--- config.mk ---
export PLATFORM = sky130hd
export DESIGN_NAME = ifsram_row_sched
export DESIGN_NICKNAME = d
export VERILOG_FILES = /design/src/rtl/ifsram_pkg.sv /design/src/rtl/ifsram_rot3.sv /design/src/rtl/ifsram_row_sched.sv
export SDC_FILE = /design/constraint.sdc
export NUM_CORES = 1
export LEC_CHECK = 0
export CORE_AREA = 2 2 93 95
export DETAILED_ROUTE_END_ITERATION = 8
export DIE_AREA = 0 0 95 97
export GPL_TIMING_DRIVEN = 0
export MAX_ROUTING_LAYER = met4
export PLACE_DENSITY = 0.41
export SYNTH_ARGS = -nofsm -noshare
export SYNTH_HDL_FRONTEND = slang
export SYNTH_SLANG_ARGS = --single-unit
--- constraint.sdc ---
create_clock -name clk -period 4.1 [get_ports clk]
set_input_delay 0.41 -clock clk [delete_from_list [all_inputs] [get_ports clk]]
set_output_delay 0.41 -clock clk [all_outputs]
set_load 0.005 [all_outputs]
--- src/rtl/ifsram_pkg.sv ---
// Shared encodings for the ifmap SRAM row scheduler and the ifmap read engine.
package ifsram_pkg;

  localparam int MIN_ROWS = 3;

  typedef enum logic [2:0] {
    RS_IDLE         = 3'd0,
    RS_UP_PADDING   = 3'd1,
    RS_THREEROW     = 3'd2,
    RS_TWOROW       = 3'd3,
    RS_ONEROW       = 3'd4,
    RS_DOWN_PADDING = 3'd5
  } row_state_e;

  typedef enum logic [2:0] {
    S_IDLE      = 3'd0,
    S_LOAD_REQ  = 3'd1,
    S_LOAD_WAIT = 3'd2,
    S_READ_REQ  = 3'd3,
    S_READ_WAIT = 3'd4,
    S_DONE      = 3'd5
  } sched_state_e;

endpackage

--- src/rtl/ifsram_rot3.sv ---
// Mod-3 rotation counter giving the THREEROW/TWOROW/ONEROW code for interior rows.
module ifsram_rot3
  import ifsram_pkg::*;
(
  input  logic       clk,
  input  logic       reset,
  input  logic       i_clear,
  input  logic       i_advance,
  output logic [2:0] o_code
);

  logic [1:0] r_phase;

  // Phase steps 0,1,2,0,... once per interior row read; cleared at layer start
  always_ff @(posedge clk) begin
    if (!reset) begin
      r_phase <= 2'd0;
    end else if (i_clear) begin
      r_phase <= 2'd0;
    end else if (i_advance) begin
      r_phase <= (r_phase == 2'd2) ? 2'd0 : r_phase + 2'd1;
    end
  end

  // Map the rotation phase onto the circular-buffer row-state code
  always_comb begin
    o_code = RS_THREEROW;
    case (r_phase)
      2'd1:    o_code = RS_TWOROW;
      2'd2:    o_code = RS_ONEROW;
      default: o_code = RS_THREEROW;
    endcase
  end

endmodule

--- src/rtl/ifsram_row_sched.sv ---
// Row scheduler: loads input rows into the 3-row ifmap SRAM and sequences reads per output row.
module ifsram_row_sched
  import ifsram_pkg::*;
#(
  parameter int RW = 6
)
(
  input  logic          clk,
  input  logic          reset,
  input  logic [RW-1:0] cfg_rows,
  input  logic          layer_start,
  output logic          sched_busy,
  output logic          layer_done,
  output logic          cfg_err,
  output logic          if_load_start,
  output logic [RW-1:0] if_load_row,
  input  logic          if_load_done,
  output logic          if_read_start,
  input  logic          if_read_done,
  output logic [2:0]    current_state,
  output logic [RW-1:0] out_row
);

  sched_state_e  r_state;
  sched_state_e  w_nextState;

  logic [RW-1:0] r_rowsQ;
  logic [RW-1:0] r_outRow;
  logic [RW-1:0] r_loadRow;
  logic [1:0]    r_need;
  logic [2:0]    r_curState;
  logic          r_cfgErr;

  logic [RW-1:0] w_lastRow;
  logic [RW-1:0] w_nextRow;
  logic [RW-1:0] w_readRow;
  logic          w_isLast;
  logic          w_moreLoads;
  logic          w_startOk;
  logic          w_startBad;
  logic          w_loadAck;
  logic          w_readAck;
  logic          w_enterRead;
  logic          w_rotAdv;
  logic [2:0]    w_rotCode;
  logic [2:0]    w_readCode;

  assign w_lastRow   = r_rowsQ - RW'(1);
  assign w_nextRow   = r_outRow + RW'(1);
  assign w_isLast    = (r_outRow == w_lastRow);
  assign w_moreLoads = (w_nextRow <= (r_rowsQ - RW'(2)));

  // A read entered from READ_WAIT belongs to the next output row, otherwise the current one
  assign w_readRow = (r_state == S_READ_WAIT) ? w_nextRow : r_outRow;
  assign w_rotAdv  = w_enterRead && (w_readRow != '0) && (w_readRow != w_lastRow);

  ifsram_rot3 u_rot3 (
    .clk       (clk),
    .reset     (reset),
    .i_clear   (w_startOk),
    .i_advance (w_rotAdv),
    .o_code    (w_rotCode)
  );

  // Scheduler state register
  always_ff @(posedge clk) begin
    if (!reset) begin
      r_state <= S_IDLE;
    end else begin
      r_state <= w_nextState;
    end
  end

  // Next-state logic and one-cycle control strobes for the datapath
  always_comb begin
    w_nextState = r_state;
    w_startOk   = 1'b0;
    w_startBad  = 1'b0;
    w_loadAck   = 1'b0;
    w_readAck   = 1'b0;
    w_enterRead = 1'b0;
    case (r_state)
      S_IDLE: begin
        if (layer_start) begin
          if (cfg_rows >= RW'(MIN_ROWS)) begin
            w_startOk   = 1'b1;
            w_nextState = S_LOAD_REQ;
          end else begin
            w_startBad = 1'b1;
          end
        end
      end
      S_LOAD_REQ: w_nextState = S_LOAD_WAIT;
      S_LOAD_WAIT: begin
        if (if_load_done) begin
          w_loadAck = 1'b1;
          if (r_need == 2'd1) begin
            w_enterRead = 1'b1;
            w_nextState = S_READ_REQ;
          end else begin
            w_nextState = S_LOAD_REQ;
          end
        end
      end
      S_READ_REQ: w_nextState = S_READ_WAIT;
      S_READ_WAIT: begin
        if (if_read_done) begin
          w_readAck = 1'b1;
          if (w_isLast) begin
            w_nextState = S_DONE;
          end else if (w_moreLoads) begin
            w_nextState = S_LOAD_REQ;
          end else begin
            w_enterRead = 1'b1;
            w_nextState = S_READ_REQ;
          end
        end
      end
      S_DONE:  w_nextState = S_IDLE;
      default: w_nextState = S_IDLE;
    endcase
  end

  // Row-state code for the read about to be issued: padding at the edges, rotation inside
  always_comb begin
    w_readCode = w_rotCode;
    if (w_readRow == '0) begin
      w_readCode = RS_UP_PADDING;
    end else if (w_readRow == w_lastRow) begin
      w_readCode = RS_DOWN_PADDING;
    end
  end

  // Row counters, load budget, error pulse and the held row-state code
  always_ff @(posedge clk) begin
    if (!reset) begin
      r_rowsQ    <= '0;
      r_outRow   <= '0;
      r_loadRow  <= '0;
      r_need     <= 2'd0;
      r_curState <= RS_IDLE;
      r_cfgErr   <= 1'b0;
    end else begin
      r_cfgErr <= w_startBad;
      if (w_startOk) begin
        r_rowsQ   <= cfg_rows;
        r_outRow  <= '0;
        r_loadRow <= '0;
        r_need    <= 2'd2;
      end
      if (w_loadAck) begin
        r_loadRow <= r_loadRow + RW'(1);
        r_need    <= r_need - 2'd1;
      end
      if (w_readAck && !w_isLast) begin
        r_outRow <= w_nextRow;
        if (w_moreLoads) begin
          r_need <= 2'd1;
        end
      end
      if (w_enterRead) begin
        r_curState <= w_readCode;
      end else if (w_nextState == S_DONE) begin
        r_curState <= RS_IDLE;
      end
    end
  end

  assign sched_busy    = (r_state != S_IDLE);
  assign layer_done    = (r_state == S_DONE);
  assign cfg_err       = r_cfgErr;
  assign if_load_start = (r_state == S_LOAD_REQ);
  assign if_load_row   = if_load_start ? r_loadRow : '0;
  assign if_read_start = (r_state == S_READ_REQ);
  assign current_state = r_curState;
  assign out_row       = r_outRow;

endmodule

==> results.txt <==
Primary FF master, synth -> dfxtp_1
Synthesized net count -> 265
Compound-gate portion of the synthesized area -> 0.181
Post-synth ARST share -> 0
Comb pwr share -> 0.188
Fin crit period -> 3080 ps
Root Buffer -> clkbuf_8
Switching Fraction -> 0.271
Clk pwr share -> 0.416
Initial antenna violation count -> 0
Nature of the critical path endpoint -> register
RD Place Congestion -> 0.784
Synth area leader -> dfxtp_1
Sequential power share -> 0.396
Synthesized-area fraction occupied by and/or/nand/nor cells -> 0.283
Endpoints failing setup -> 0
Routed wire per std cell -> 13.4 um
Switching power -> 0.000206 W
#FFs+latches synth -> 29
Ports -> 31
Cell Int Power -> 0.000554 W
Post-Synth Adder-Cell Area -> 0.0748
Avg Cell Area, Syn -> 8.30 sq um
Total gr overflow -> 0
Residual DRC count -> 0
Critical path class -> reg2reg
Max IR drop VDD -> 0.157 mV
Slew Limit Fails -> 0
Drt total wl -> 5.13 mm
Post-Synth XOR/XNOR Area -> 0.0991
Clock transition at path regs -> 70 ps
Unrepaired setup endpoints after global routing -> false
Fill count -> 876
Crit-path max cell delay -> 490 ps
Drt pass-1 iters -> 4
Status -> finished clean
Post-DRT Antenna Nets -> 0
CTS Buffer Depth -> 2
Synth top area cells -> dfxtp_1 (29%), ha_1 (7.5%), a21oi_1 (6.2%)
Synth Instances -> 242
CTS Hold Bufs -> 0
Critical path's slowest cell -> dfxtp_1
Pwr dens -> 298 nW/um^2
Clock skew -> 6.36 ps
Post-synth EDFFs -> 0
Tcrit/Tclk final -> 0.751
Worst path top cell family by delay -> compound AO/OA/AOI/OAI gates
Die W -> 95 um
Library cells used by synthesis -> 55
Total global routing track utilization -> 0.121
Worst Path Required -> 4270 ps
MaxCap Viol Count -> 0
WHS -> 478 ps
First-pass GRT wire length -> 8.49 mm
Vias in the first global route -> 1,700
CP Launch Type -> register
CTS resizes -> 0
Final hold violations -> 0
DR vias/cell -> 4.58
Synth Cell Area -> 2010 sq um
CP bufs+invs -> 0
Largest family of logic cells by synthesized area -> simple AND/OR/NAND/NOR gates
Cell Chain, Critical Path -> ha_1, nand3_1, xnor2_1, ha_1, a21o_1, a21o_1, o21bai_1, a211oi_4, o21ai_2, nor2_1, a32o_1
CTS tree -> done
Ys Warns -> 0
Max FO, Critical Path -> 7
CTS sink cnt -> 29
Sequential fraction of the synthesis area -> 0.289
Layout cells sized above 1 -> 0.104
DRT iter0 DRCs -> 96
Worst skew pair latency -> 280 ps
Row count -> 33
F_max -> 325 MHz
Core Box Area -> 8130 sq um
Port bufs -> 29
Leakage -> 0.958 nW
Crit path DAT -> 3250 ps
Synth top area share -> 0.289
Die area -> 9220 sq um
Final antenna diode count -> 0
Final nets -> 301
Fin Setup TNS -> 0 ps
Initial Util -> 0.247
Worst rel slew slack -> 0.597
Mux cell area share after synthesis -> 0.0280
Hold Crit Class -> reg2reg
Total setup buffers inserted after CTS -> 0
Clock buffer count from CTS -> 5
Largest net degree at the start of global routing -> 11
Worst slew pin tran -> 600 ps
DP HPWL -> 4.05 mm
H-tree Lvls -> 2
Area grow syn2layout -> 27.0%
Die Y -> 97 um
Vias -> 1,758
[layout by cell type, fill, tap and decap left out, types with 3 or more instances in the layout]
cell type,netlist,final
buf_2,3,3
or3_1,4,4
and3_1,3,3
nor2_1,19,19
inv_1,9,9
nand2_1,22,22
nand3_1,16,16
ha_1,12,12
o21a_1,3,3
dfxtp_1,29,29
nor3_1,6,6
and2_1,8,8
xor2_1,8,8
o21ai_0,6,6
clkbuf_1,4,4
nand2b_1,5,5
clkdlybuf4s50_1,0,29
a21o_1,3,3
clkbuf_8,0,6
a21oi_1,25,25
xnor2_1,11,11
mux2i_1,3,3
[cells in the mapped netlist (2+ instances only)]
library cell	instances
and3_4	2
clkbuf_1	4
nor3_1	6
o21a_1	3
a22oi_1	2
or3_1	4
nand3_1	16
nand2_1	22
a21o_1	3
xor2_1	8
nand3b_1	2
a21oi_1	25
dfxtp_1	29
or4_1	2
inv_1	9
nor4_1	2
nand2b_1	5
buf_6	2
nor2_1	19
buf_2	3
o21ai_0	6
ha_1	12
xnor2_1	11
mux2i_1	3
nor3b_1	2
and2_1	8
nor3b_4	2
and3_1	3
[metrics by stage]
stage | worst slack, ps | total power (W) | instance area, sq um | instances | util
2_1_floorplan | 1490 | 0.000409 | 2010 | 242 | -
3_3_place_gp | 989 | 0.000453 | 2430 | 376 | 0.299
3_5_place_dp | 997 | 0.000452 | 2430 | 376 | 0.299
4_1_cts | 989 | 0.000773 | 2550 | 384 | 0.313
5_1_grt | 766 | 0.000801 | 2550 | 384 | 0.313
6_report | 1020 | 0.000760 | 2550 | 384 | 0.313
[worst paths after layout]
kind / start / slack (ps) / depth (start not counted) / to
max: out_row[0]$_SDFFE_PN0P_ / 1020 / 11 / current_state[1]$_SDFFE_PN0P_
min: current_state[2]$_SDFFE_PN0P_ / 480 / 1 / current_state[2]$_SDFFE_PN0P_
max reg2reg: out_row[0]$_SDFFE_PN0P_ / 1020 / 11 / current_state[1]$_SDFFE_PN0P_
min reg2reg: current_state[2]$_SDFFE_PN0P_ / 480 / 1 / current_state[2]$_SDFFE_PN0P_
[state kept, by name, indices dropped and copies added (netlist names)]
register        flops
cfg_err             1
r_state             3
r_loadRow           6
u_rot3.r_phase      2
r_need              2
r_rowsQ             6
out_row             6
current_state       3
[kinds of logic after synthesis]
| group | count (synthesis) |
|---|---|
| and+or+nand+nor | 102 |
| AOI/OAI and AO/OA | 54 |
| DFF | 29 |
| xor gates and xnor gates | 21 |
| buffers and inverters | 19 |
| adders and majority gates | 12 |
| muxes | 5 |
[power by group through the flow]
stage / clock network [W] / registers [W] / logic, W
CTS: 0.000326 / 0.000301 / 0.000146
floorplan: 0 / 0.000305 / 0.000105
detailed placement: 0 / 0.000308 / 0.000145
global route: 0.000339 / 0.000303 / 0.000159
global placement: 0 / 0.000308 / 0.000145
finish: 0.000316 / 0.000301 / 0.000143
[per-layer routing]
layer  vias to the layer above  global-route usage  routed length [um]
li1                        933                   -                   -
met1                       791               0.176                2700
met2                        29               0.173                2240
met3                         5              0.0241                 146
met4                         0              0.0268                  41
met5                         -                   -                   0
[final cells by class]
class | count | area (sq um) | area share
Timing Repair Buffer | 29 | 290 | 0.114
Inverter | 10 | 37.5 | 0.0147
Multi-Input combinational cell | 194 | 1340 | 0.525
Tap cell | 105 | 131 | 0.0515
Buffer | 9 | 52.6 | 0.0206
Sequential cell | 29 | 581 | 0.228
Clock buffer | 6 | 82.6 | 0.0324
Clock inverter | 2 | 37.5 | 0.0147
Power figures use the tool's default switching activity.
